$ cat config.mk
export PLATFORM = sky130hd
export DESIGN_NAME = id_ex_operand_stage
export DESIGN_NICKNAME = d
export VERILOG_FILES = /design/src/rtl/id_ex_operand_stage_pkg.sv /design/src/rtl/id_ex_operand_stage_operand_forward_mux.sv /design/src/rtl/id_ex_operand_stage.sv
export SDC_FILE = /design/constraint.sdc
export NUM_CORES = 1
export LEC_CHECK = 0
export CORE_UTILIZATION = 36
export CTS_CLUSTER_DIAMETER = 80
export DETAILED_ROUTE_END_ITERATION = 10
export PLACE_DENSITY = 0.8
export SKIP_LAST_GASP = 1
export SYNTH_ARGS = -nofsm -noshare
export SYNTH_HDL_FRONTEND = slang
export SYNTH_SLANG_ARGS = --single-unit
$ cat constraint.sdc
create_clock -name clk_i -period 1.9 [get_ports clk_i]
set_input_delay 0.285 -clock clk_i [delete_from_list [all_inputs] [get_ports clk_i]]
set_output_delay 0.285 -clock clk_i [all_outputs]
set_load 0.02 [all_outputs]
$ cat src/rtl/id_ex_operand_stage_pkg.sv
// rtl/id_ex_operand_stage_pkg.sv - shared datapath constants and ID/EX stage record
//
// Purpose: widths, ALU op codes, the "no register" index and the registered
// ID/EX stage record shared by the operand stage and its forwarding mux.
package id_ex_operand_stage_pkg;

  localparam int DATA_W = 16;
  localparam int CTRL_W = 5;
  localparam int REG_W  = 4;

  localparam logic [REG_W-1:0] REG_NONE = '1;

  typedef enum logic [CTRL_W-1:0] {
    ALU_PASS_A = 5'd0,
    ALU_ADD    = 5'd1,
    ALU_SUB    = 5'd2,
    ALU_AND    = 5'd3,
    ALU_OR     = 5'd4
  } alu_op_e;

  localparam logic [CTRL_W-1:0] NOP_CTRL = ALU_PASS_A;

  typedef struct packed {
    logic              valid;
    logic [CTRL_W-1:0] ctrl;
    logic [REG_W-1:0]  a_reg;
    logic [DATA_W-1:0] a_val;
    logic [REG_W-1:0]  b_reg;
    logic [DATA_W-1:0] b_val;
    logic [DATA_W-1:0] imm;
    logic              use_imm;
    logic [REG_W-1:0]  dst_reg;
    logic              reg_write;
    logic              mem_read;
    logic              mem_write;
  } ex_stage_t;

  // Bubble and reset share one encoding: no side effects, no register
  // references (so nothing forwards into it and nothing hazards on it).
  localparam ex_stage_t STAGE_BUBBLE = '{
    valid:     1'b0,
    ctrl:      NOP_CTRL,
    a_reg:     REG_NONE,
    a_val:     '0,
    b_reg:     REG_NONE,
    b_val:     '0,
    imm:       '0,
    use_imm:   1'b0,
    dst_reg:   REG_NONE,
    reg_write: 1'b0,
    mem_read:  1'b0,
    mem_write: 1'b0
  };

endpackage

$ cat src/rtl/id_ex_operand_stage_operand_forward_mux.sv
// rtl/id_ex_operand_stage_operand_forward_mux.sv - EX operand forwarding select
//
// Purpose: pick the freshest value of one EX source register.
// Ports:
//   src_reg_i/src_val_i        registered source index and register-file value
//   mem_dst_reg_i/mem_reg_write_i/mem_result_i   EX/MEM write-back candidate
//   wb_dst_reg_i/wb_reg_write_i/wb_data_i        MEM/WB write-back candidate
//   fwd_val_o                  forwarded operand
module operand_forward_mux
  import id_ex_operand_stage_pkg::*;
(
  input  logic [REG_W-1:0]  src_reg_i,
  input  logic [DATA_W-1:0] src_val_i,
  input  logic [REG_W-1:0]  mem_dst_reg_i,
  input  logic              mem_reg_write_i,
  input  logic [DATA_W-1:0] mem_result_i,
  input  logic [REG_W-1:0]  wb_dst_reg_i,
  input  logic              wb_reg_write_i,
  input  logic [DATA_W-1:0] wb_data_i,
  output logic [DATA_W-1:0] fwd_val_o
);

  // EX/MEM is younger than MEM/WB, so it wins when both target the register.
  always_comb begin
    fwd_val_o = src_val_i;
    if (src_reg_i != REG_NONE) begin
      if (mem_reg_write_i && (mem_dst_reg_i == src_reg_i)) begin
        fwd_val_o = mem_result_i;
      end else if (wb_reg_write_i && (wb_dst_reg_i == src_reg_i)) begin
        fwd_val_o = wb_data_i;
      end
    end
  end

endmodule

$ cat src/rtl/id_ex_operand_stage.sv
// rtl/id_ex_operand_stage.sv - ID/EX pipeline register with operand forwarding
//
// Purpose: registers the decoded instruction from ID, drives the ALU with
// forwarded operands in EX, and inserts bubbles on load-use hazards or flush.
// Ports:
//   clk_i, rst_i (sync, active high), stall_i (hold), flush_i (bubble)
//   id_*_i           decoded instruction from ID
//   mem_*_i, wb_*_i  forwarding sources from EX/MEM and MEM/WB
//   alu_ctrl_o/alu_a_o/alu_b_o   ALU inputs
//   ex_store_data_o  forwarded register B for stores
//   ex_dst_reg_o/ex_reg_write_o/ex_mem_read_o/ex_mem_write_o/ex_valid_o
//   load_use_stall_o combinational: ID must hold this cycle
module id_ex_operand_stage
  import id_ex_operand_stage_pkg::*;
(
  input  logic              clk_i,
  input  logic              rst_i,
  input  logic              stall_i,
  input  logic              flush_i,
  input  logic [CTRL_W-1:0] id_ctrl_i,
  input  logic [REG_W-1:0]  id_src_a_reg_i,
  input  logic [DATA_W-1:0] id_src_a_val_i,
  input  logic [REG_W-1:0]  id_src_b_reg_i,
  input  logic [DATA_W-1:0] id_src_b_val_i,
  input  logic [DATA_W-1:0] id_imm_i,
  input  logic              id_use_imm_i,
  input  logic [REG_W-1:0]  id_dst_reg_i,
  input  logic              id_reg_write_i,
  input  logic              id_mem_read_i,
  input  logic              id_mem_write_i,
  input  logic [REG_W-1:0]  mem_dst_reg_i,
  input  logic              mem_reg_write_i,
  input  logic [DATA_W-1:0] mem_result_i,
  input  logic [REG_W-1:0]  wb_dst_reg_i,
  input  logic              wb_reg_write_i,
  input  logic [DATA_W-1:0] wb_data_i,
  output logic [CTRL_W-1:0] alu_ctrl_o,
  output logic [DATA_W-1:0] alu_a_o,
  output logic [DATA_W-1:0] alu_b_o,
  output logic [DATA_W-1:0] ex_store_data_o,
  output logic [REG_W-1:0]  ex_dst_reg_o,
  output logic              ex_reg_write_o,
  output logic              ex_mem_read_o,
  output logic              ex_mem_write_o,
  output logic              ex_valid_o,
  output logic              load_use_stall_o
);

  ex_stage_t stage_q;
  ex_stage_t stage_d;
  ex_stage_t id_stage;
  logic [DATA_W-1:0] fwd_b;

  assign id_stage = '{
    valid:     1'b1,
    ctrl:      id_ctrl_i,
    a_reg:     id_src_a_reg_i,
    a_val:     id_src_a_val_i,
    b_reg:     id_src_b_reg_i,
    b_val:     id_src_b_val_i,
    imm:       id_imm_i,
    use_imm:   id_use_imm_i,
    dst_reg:   id_dst_reg_i,
    reg_write: id_reg_write_i,
    mem_read:  id_mem_read_i,
    mem_write: id_mem_write_i
  };

  // A load's data is not available until MEM, so a dependent instruction in
  // ID cannot be fed by forwarding next cycle. A flushed ID slot is discarded
  // anyway, so it never needs to wait.
  assign load_use_stall_o = !flush_i && stage_q.valid && stage_q.mem_read &&
                            (stage_q.dst_reg != REG_NONE) &&
                            ((stage_q.dst_reg == id_src_a_reg_i) ||
                             (stage_q.dst_reg == id_src_b_reg_i));

  always_comb begin
    stage_d = id_stage;
    if (stall_i) begin
      stage_d = stage_q;
    end else if (flush_i || load_use_stall_o) begin
      stage_d = STAGE_BUBBLE;
    end
  end

  always_ff @(posedge clk_i) begin
    if (rst_i) begin
      stage_q <= STAGE_BUBBLE;
    end else begin
      stage_q <= stage_d;
    end
  end

  operand_forward_mux u_fwd_a (
    .src_reg_i       (stage_q.a_reg),
    .src_val_i       (stage_q.a_val),
    .mem_dst_reg_i   (mem_dst_reg_i),
    .mem_reg_write_i (mem_reg_write_i),
    .mem_result_i    (mem_result_i),
    .wb_dst_reg_i    (wb_dst_reg_i),
    .wb_reg_write_i  (wb_reg_write_i),
    .wb_data_i       (wb_data_i),
    .fwd_val_o       (alu_a_o)
  );

  operand_forward_mux u_fwd_b (
    .src_reg_i       (stage_q.b_reg),
    .src_val_i       (stage_q.b_val),
    .mem_dst_reg_i   (mem_dst_reg_i),
    .mem_reg_write_i (mem_reg_write_i),
    .mem_result_i    (mem_result_i),
    .wb_dst_reg_i    (wb_dst_reg_i),
    .wb_reg_write_i  (wb_reg_write_i),
    .wb_data_i       (wb_data_i),
    .fwd_val_o       (fwd_b)
  );

  // Stores need register B even when the ALU uses the immediate for the address.
  assign alu_b_o         = stage_q.use_imm ? stage_q.imm : fwd_b;
  assign ex_store_data_o = fwd_b;

  assign alu_ctrl_o     = stage_q.ctrl;
  assign ex_dst_reg_o   = stage_q.dst_reg;
  assign ex_reg_write_o = stage_q.reg_write;
  assign ex_mem_read_o  = stage_q.mem_read;
  assign ex_mem_write_o = stage_q.mem_write;
  assign ex_valid_o     = stage_q.valid;

endmodule

==> Implementation_results.wiki <==
{| class="wikitable"
! Metric !! Value
|-
| FP Rows || 35
|-
| CP Class || reg2out
|-
| Die Span Y || 99.23 um
|-
| Endpoint of the most critical register-to-register path || ex_dst_reg_o[3]
|-
| Minimum setup slack after placement || -1.414 ns
|-
| Total of max-cap violations || 0
|-
| IO buf count || 176
|-
| Starting density of the core || 0.3701
|-
| FF-to-FF setup slack || 0.14 ns
|-
| Placement-stage cell area || 5771 um2
|-
| Yosys warns || 0
|-
| Avg Vias per Cell || 5.531
|-
| Top achievable clock speed || 0.3909 GHz
|-
| Kind of start point of the critical path || flip-flop
|-
| Netlist Area Pre-Place || 3403 um2
|-
| Result of the run || finished, violations left
|-
| Number of global-route vias before repair || 3860
|-
| Crit-path max FO || 8
|-
| Floorplan die width || 99.23 um
|-
| Residual DRC count || 0
|-
| Transition time of the tightest slew-check pin || 0.5036 ns
|-
| Final period util || 1.347
|-
| Global-route wire length before repair || 19430 um
|-
| Initial antenna violation count || 0
|-
| Num CTS Buffers || 9
|-
| Static Leakage || 0.002668 uW
|-
| Library cell occupying the most area in the post-synthesis netlist || sky130_fd_sc_hd__dfxtp_1
|-
| Area of the placeable core || 9196 um2
|-
| Synth Area in Simple Gates || 0.1070
|-
| Largest cells by area after synthesis || sky130_fd_sc_hd__dfxtp_1 41%, sky130_fd_sc_hd__a22o_1 15%, sky130_fd_sc_hd__xnor2_1 5.4%
|-
| Worst hold path stage count || 1
|-
| Data required time at the worst endpoint || 1.62 ns
|-
| Sequential cell area fraction in the yosys report || 0.4118
|-
| Number of vias after detailed routing || 3794
|-
| Flip-flop and latch count after synthesis || 70
|-
| Die footprint || 9847 um2
|-
| Adder-cell area share of the yosys netlist || 0
|-
| Class of the most critical hold timing path || reg2reg
|-
| Clk root buf || sky130_fd_sc_hd__clkbuf_8
|-
| Global route total overflow || 0
|-
| Origin of the critical flop-to-flop path || ex_dst_reg_o[0]
|-
| Detail-routed net length per standard cell || 18.95 um
|-
| Clock slew at the register clock pins of the worst setup and hold paths || 0.08 ns
|-
| Layout Skew || 0.009567 ns
|-
| Worst Setup Slack, final || -0.6585 ns
|-
| Maximum vdd ir drop || 0.0003485 V
|-
| Final antenna diode count || 0
|-
| Final antenna-violating net count || 0
|-
| Main combinational cell family by area after synthesis || compound AO/OA/AOI/OAI gates
|-
| Layout area overhead || 91.29%
|-
| Capture endpoint of the worst hold path || alu_ctrl_o[0]
|-
| CTS Hold Bufs || 0
|-
| Share of Yosys cell area claimed by the top area cell type || 0.4118
|-
| CTS tree || built
|-
| Share of the synthesized area in compound gates (AO/OA/AOI/OAI) || 0.2860
|-
| Failing checks || negative setup slack
|-
| PD cells || 597.0 nW/um2
|-
| Layout Cell Area excl Fill || 6510 um2
|-
| Number of distinct library cells after synthesis || 32
|-
| Max-slew headroom || 0.6643
|-
| TritonCTS sink count || 70
|-
| CTS HTree Levels || 3
|-
| Ratio of cells with drive above 1 in the final layout || 0.3670
|-
| Max-slew violation count || 0
|-
| Kind of end point of the critical path || primary output
|-
| Overall track demand over capacity in global routing || 0.2516
|-
| Number of violations reported at the end of detailed-routing iteration 0 || 154
|-
| Xor and xnor fraction of the mapped netlist area || 0.06176
|-
| Source-to-sink clock delay at the later pin of the worst-skew pair || 0.35 ns
|-
| Minimum clock period after layout || 2.558 ns
|-
| Final setup violating endpoints || 48
|-
| Hold Vio Cnt, Final || 0
|-
| Startpoint of the most critical hold path || alu_ctrl_o[0]
|-
| RSZ-0062 raised after global routing || yes
|-
| Global placement routability congestion || 0.8691
|-
| Detailed-route wire length || 13000 um
|-
| Maximum number of pins on one net before global-route repair || 58
|-
| Reg2Reg Depth || 7
|-
| Arr. time, crit path || 2.27 ns
|-
| Net count, final || 685
|-
| Half-perimeter wire length after detailed placement || 9004 um
|-
| Total iterations of the first detailed-routing run || 5
|-
| Synthesized instance count || 339
|-
| Average cell area after synthesis || 10.04 um2
|-
| Clk buf depth || 2
|-
| Num ports || 177
|-
| Multiplexer area fraction after synthesis || 0.05294
|-
| Synthesized net count || 454
|}
## critical path: stages (launching register included)
cell	delay, ns
sky130_fd_sc_hd__dfxtp_4	0.36
sky130_fd_sc_hd__buf_6	0.12
sky130_fd_sc_hd__nand4_1	0.15
sky130_fd_sc_hd__and2_4	0.22
sky130_fd_sc_hd__clkbuf_16	0.17
sky130_fd_sc_hd__and3_1	0.19
sky130_fd_sc_hd__a221o_1	0.29
sky130_fd_sc_hd__mux2_2	0.29
sky130_fd_sc_hd__buf_6	0.14
## sequential cells by signal, summed over array words and instances, names as in the netlist
register	flops
stage_q	57
alu_ctrl_o	5
ex_dst_reg_o	4
ex_mem_read_o	1
ex_mem_write_o	1
ex_reg_write_o	1
ex_valid_o	1
## cell usage after synthesis, drive strengths merged
library cell,count
dfxtp,70
a22o,57
buf,21
xnor2,21
nand2,20
nand3,17
a221o,16
and3,16
clkbuf,16
inv,16
mux2,16
o221ai,16
o22a,12
nand4,6
xor2,3
a21oi,2
nor4,2
a211oi,1
a2bb2oi,1
and2,1
and4,1
nand2b,1
nand4b,1
nor2,1
nor2b,1
o21a,1
o21ai,1
or3,1
or4,1
## placed cells by master, fill, tap and decap left out, types with 3 or more instances in the layout
cell,count
sky130_fd_sc_hd__a221o_1,16
sky130_fd_sc_hd__a22o_1,57
sky130_fd_sc_hd__and3_1,11
sky130_fd_sc_hd__and3_4,5
sky130_fd_sc_hd__buf_12,10
sky130_fd_sc_hd__buf_4,71
sky130_fd_sc_hd__buf_6,41
sky130_fd_sc_hd__clkbuf_8,11
sky130_fd_sc_hd__clkdlybuf4s50_1,119
sky130_fd_sc_hd__dfxtp_1,58
sky130_fd_sc_hd__dfxtp_2,7
sky130_fd_sc_hd__dfxtp_4,5
sky130_fd_sc_hd__dlygate4sd2_1,7
sky130_fd_sc_hd__inv_1,16
sky130_fd_sc_hd__mux2_4,14
sky130_fd_sc_hd__nand2_1,19
sky130_fd_sc_hd__nand3_1,17
sky130_fd_sc_hd__nand4_1,6
sky130_fd_sc_hd__o221ai_2,10
sky130_fd_sc_hd__o221ai_4,6
sky130_fd_sc_hd__o22a_1,12
sky130_fd_sc_hd__xnor2_1,17
sky130_fd_sc_hd__xnor2_2,3
## per-layer routing
layer	routed length (um)	track usage	vias to the layer above	share of wire
met5	0	0	-	0
met4	468	0.1097	0	0.036
met3	922	0.06817	45	0.071
met2	6374	0.4327	190	0.49
met1	5235	0.2938	1802	0.40
li1	-	-	1757	-
## stage by stage
step / std cells / utilization / TNS [ns] / total power [uW] / hold slack [ns]
6_report: 686 / 0.7079 / -22.77 / 3887 / 0.4808
5_1_grt: 686 / 0.7079 / -26.05 / 4038 / 0.4932
4_1_cts: 676 / 0.6562 / -23.45 / 3803 / 0.4795
3_5_place_dp: 650 / 0.6275 / -77.20 / 2525 / 0.4543
3_3_place_gp: 650 / 0.6275 / -70.70 / 2507 / 0.4541
2_1_floorplan: 339 / - / -2.073 / 1981 / 0.3541
## where the power goes
group / switching, uW / internal, uW / total (uW)
Combinational: 429 / 610 / 1040
Clock: 601 / 679 / 1280
Sequential: 45.0 / 1520 / 1570
Total: 1070 / 2810 / 3890
## worst max path at each step
| stage | startpoint | endpoint |
|---|---|---|
| 2_1_floorplan | stage_q[42] | alu_b_o[10] |
| 3_3_place_gp | wb_dst_reg_i[2] | alu_b_o[5] |
| 3_5_place_dp | wb_dst_reg_i[1] | alu_b_o[5] |
| 4_1_cts | stage_q[40] | alu_b_o[5] |
| 5_1_grt | stage_q[42] | alu_b_o[1] |
| 6_report | stage_q[42] | alu_b_o[1] |
## cell families (layout without fill, tap and decap cells)
kind of cell    after synthesis  in the layout
buf+inv                      53            288
compound gates              107            108
flops                        70             70
xor+xnor                     24             24
simple gates                 69             69
mux                          16             16
## final cells by class
cell class / instances / area, um2
clock inverters: 5 / 56.30
repair buffers: 256 / 2565
multi-input cells: 217 / 2110
well taps: 111 / 138.9
flip-flops and latches: 70 / 1429
inverters: 16 / 60.06
fillers: 685 / 2686
clock buffers: 11 / 151.4
## what timing repair did
action | in CTS | in global routing
endpoints found under the setup margin | 49 | 117
gates resized for setup | 257 | 93
gates cloned | 2 | 1
pin swaps | 16 | 15
buffers inserted | 8 | 10
Power figures use the tool's default switching activity.
==> RTL edit (same settings) <==
Change the package constant `DATA_W` from 16 to 32.
--- a/src/rtl/id_ex_operand_stage_pkg.sv
+++ b/src/rtl/id_ex_operand_stage_pkg.sv
@@ -6,3 +6,3 @@
 
-  localparam int DATA_W = 16;
+  localparam int DATA_W = 32;
   localparam int CTRL_W = 5;
Interface: changed (8 resized); port bits go from 177 to 305. The function was not compared with the original's and may differ.
==> RTL edit against the original RTL <==
- the flow still finishes with violations (setup timing)
- wire length grew 140%
- register-to-register slack worse by 0.02 ns
- hold slack worse by 0.020 ns
- setup slack got worse by 0.087 ns
- critical path depth is 1 higher
- area after synthesis grew 89%
- die area grew 87%
- cell area grew 92%
- sequential cell count is 48 higher
- power is 110% higher
- global-route usage increased by 5.6 points
==> RTL edit: results (changes against the original RTL) <==
GRT
------------------------------------------------------------------------------------
Global routing usage summed across all routing layers .................        30.8%   +5.6 points
Initial antenna violation count .......................................            2   +2
Via count of the first global-routing pass ............................         7646   +98%
First-pass GRT wire length ............................................      43.0 mm   +120%

RUN STATUS
------------------------------------------------------------------------------------
Failing checks ........................................................ setup timing
Outcome ............................................................... finished with violations

POWER AND IR DROP
------------------------------------------------------------------------------------
Worst vdd ir ..........................................................       598 µV   +72%
Static Leakage ........................................................      4.87 nW   +82%
Internal power summed over all cells ..................................      5.85 mW   +110%

SYNTH
------------------------------------------------------------------------------------
Count of different cell masters after synthesis .......................           38   +19%
Post-synth top cells .................................................. dfxtp_1, a22o_1, nand3_1
Parity-gate share of the synthesized area counting xor and xnor cells .        2.85%   -3.3 points
Leading cell types by total area after synthesis ...................... dfxtp_1, a22o_1, nand3_1
Multiplexer area fraction after synthesis .............................        4.97%   -0.32 points
Proportion of synthesized chip area in sequential cells ...............        36.7%   -4.5 points

CLOCKING
------------------------------------------------------------------------------------
Clock Latency Late Sink ...............................................      0.42 ns   +0.07 ns
Deepest level of the CTS H-tree .......................................            4   +1
CTS Buf Count .........................................................           17   +8
Root Buffer Master ....................................................    clkbuf_16
CTS clock-pin slew for the worst setup and hold paths .................      0.06 ns   -0.02 ns

ROUTING
------------------------------------------------------------------------------------
Count of TritonRoute iterations in the first routing pass .............            7   +2
Number of DRC violations after detailed-routing iteration 0 ...........          616   +300%
Total via count after detailed routing ................................         7870   +110%

FINISH
------------------------------------------------------------------------------------
Final-layout fill cell count ..........................................         1206   +76%
Share of layout cells above drive strength 1 ..........................        35.6%   -1.1 points
Area occupied by multi-input gates ....................................     4610 µm²   +120%

TIMING
------------------------------------------------------------------------------------
Setup clock skew after layout .........................................   0.00728 ns   -0.00228 ns
Worst slew margin .....................................................        64.4%   -2.0 points
Final setup violation count ...........................................           96   +100%
Worst Slack Setup Final ...............................................    -0.746 ns   -0.0871 ns

PLACEMENT
------------------------------------------------------------------------------------
IO buf count ..........................................................          304   +73%
Final estimated routing congestion in global placement ................        0.920   +5.9%
Post-detailed-placement cell area .....................................    10500 µm²   +83%
Cell count after placement ............................................         1253   +93%
Half-perimeter wire length after placement ............................      19.5 mm   +120%

WORST SETUP PATH
------------------------------------------------------------------------------------
Endpoint arrival time on the critical path ............................      2.36 ns   +0.09 ns
Reg2Reg Launch Point .................................................. ex_dst_reg_o[3]
Critical R2R Capture ..................................................  stage_q[24]
Peak fanout along the critical path ...................................           16   +8
Beginning of the critical path ........................................  stage_q[72]
CP max stage delay ....................................................      0.36 ns   about the same

[RTL edit: layout make-up]
cell class | count | area share, %
Antenna cell | 1 | 0.0200
Sequential cell | 118 | 19.1
Inverter | 33 | 0.992
Clock buffer | 20 | 3.50
Tap cell | 225 | 2.25
Clock inverter | 12 | 1.43
Multi-Input combinational cell | 493 | 36.9
Timing Repair Buffer | 428 | 35.8
[RTL edit: metal layers]
metal	part of all wire, %	vias up	global-route usage [%]
met5	0.036	-	0
met1	40	3794	38.2
met3	8.9	88	7.41
li1	-	3497	-
met2	47	489	49.2
met4	3.3	2	15.8
[RTL edit: through the flow]
step,setup slack (ns),TNS (ns)
floorplan,-0.0381,-0.534
global placement,-1.06,-123.89
detailed placement,-1.06,-124.50
CTS,-0.710,-59.03
global route,-0.798,-68.35
finish,-0.746,-59.69
[RTL edit: worst max-delay path: cells and delay by family, from the launching register on]
kind                      cells  cell delay, ns
xor gates and xnor gates      1            0.18
AOI/OAI and AO/OA             1            0.15
and+or+nand+nor               2            0.32
buffers and inverters         4            0.83
muxes                         1            0.11
DFF                           1            0.36
[RTL edit: kinds of logic after synthesis]
kind of cell | Yosys count
compound gates | 250
simple gates | 190
buf+inv | 121
flops | 118
mux | 32
xor+xnor | 21
[RTL edit: power groups by stage]
stage | sequential, mW | combinational, mW | clock [mW]
after floorplan | 2.69 | 0.777 | 0
after global placement | 2.70 | 1.79 | 0
after detailed placement | 2.70 | 1.81 | 0
after CTS | 2.65 | 1.87 | 3.47
after global routing | 2.67 | 2.15 | 3.60
final | 2.66 | 2.06 | 3.47
[RTL edit: how the worst min path moves through the flow]
stage	start	endpoint	slack, ns	depth (start not counted)
finish	id_src_a_val_i[16]	stage_q[92]	0.46	2
global route	id_imm_i[7]	stage_q[15]	0.46	2
CTS	id_src_a_val_i[16]	stage_q[92]	0.45	2
detailed placement	stage_q[81]	stage_q[81]	0.46	1
global placement	ex_mem_write_o	ex_mem_write_o	0.46	1
floorplan	rst_i	ex_valid_o	0.35	1
[RTL edit: repair_timing]
item / 4_1_cts / 5_1_grt
resized for setup: 513 / 152
buffers inserted: 19 / 20
endpoints found under the setup margin: 99 / 176
pin swaps: 11 / 11
cloned: 4 / 8
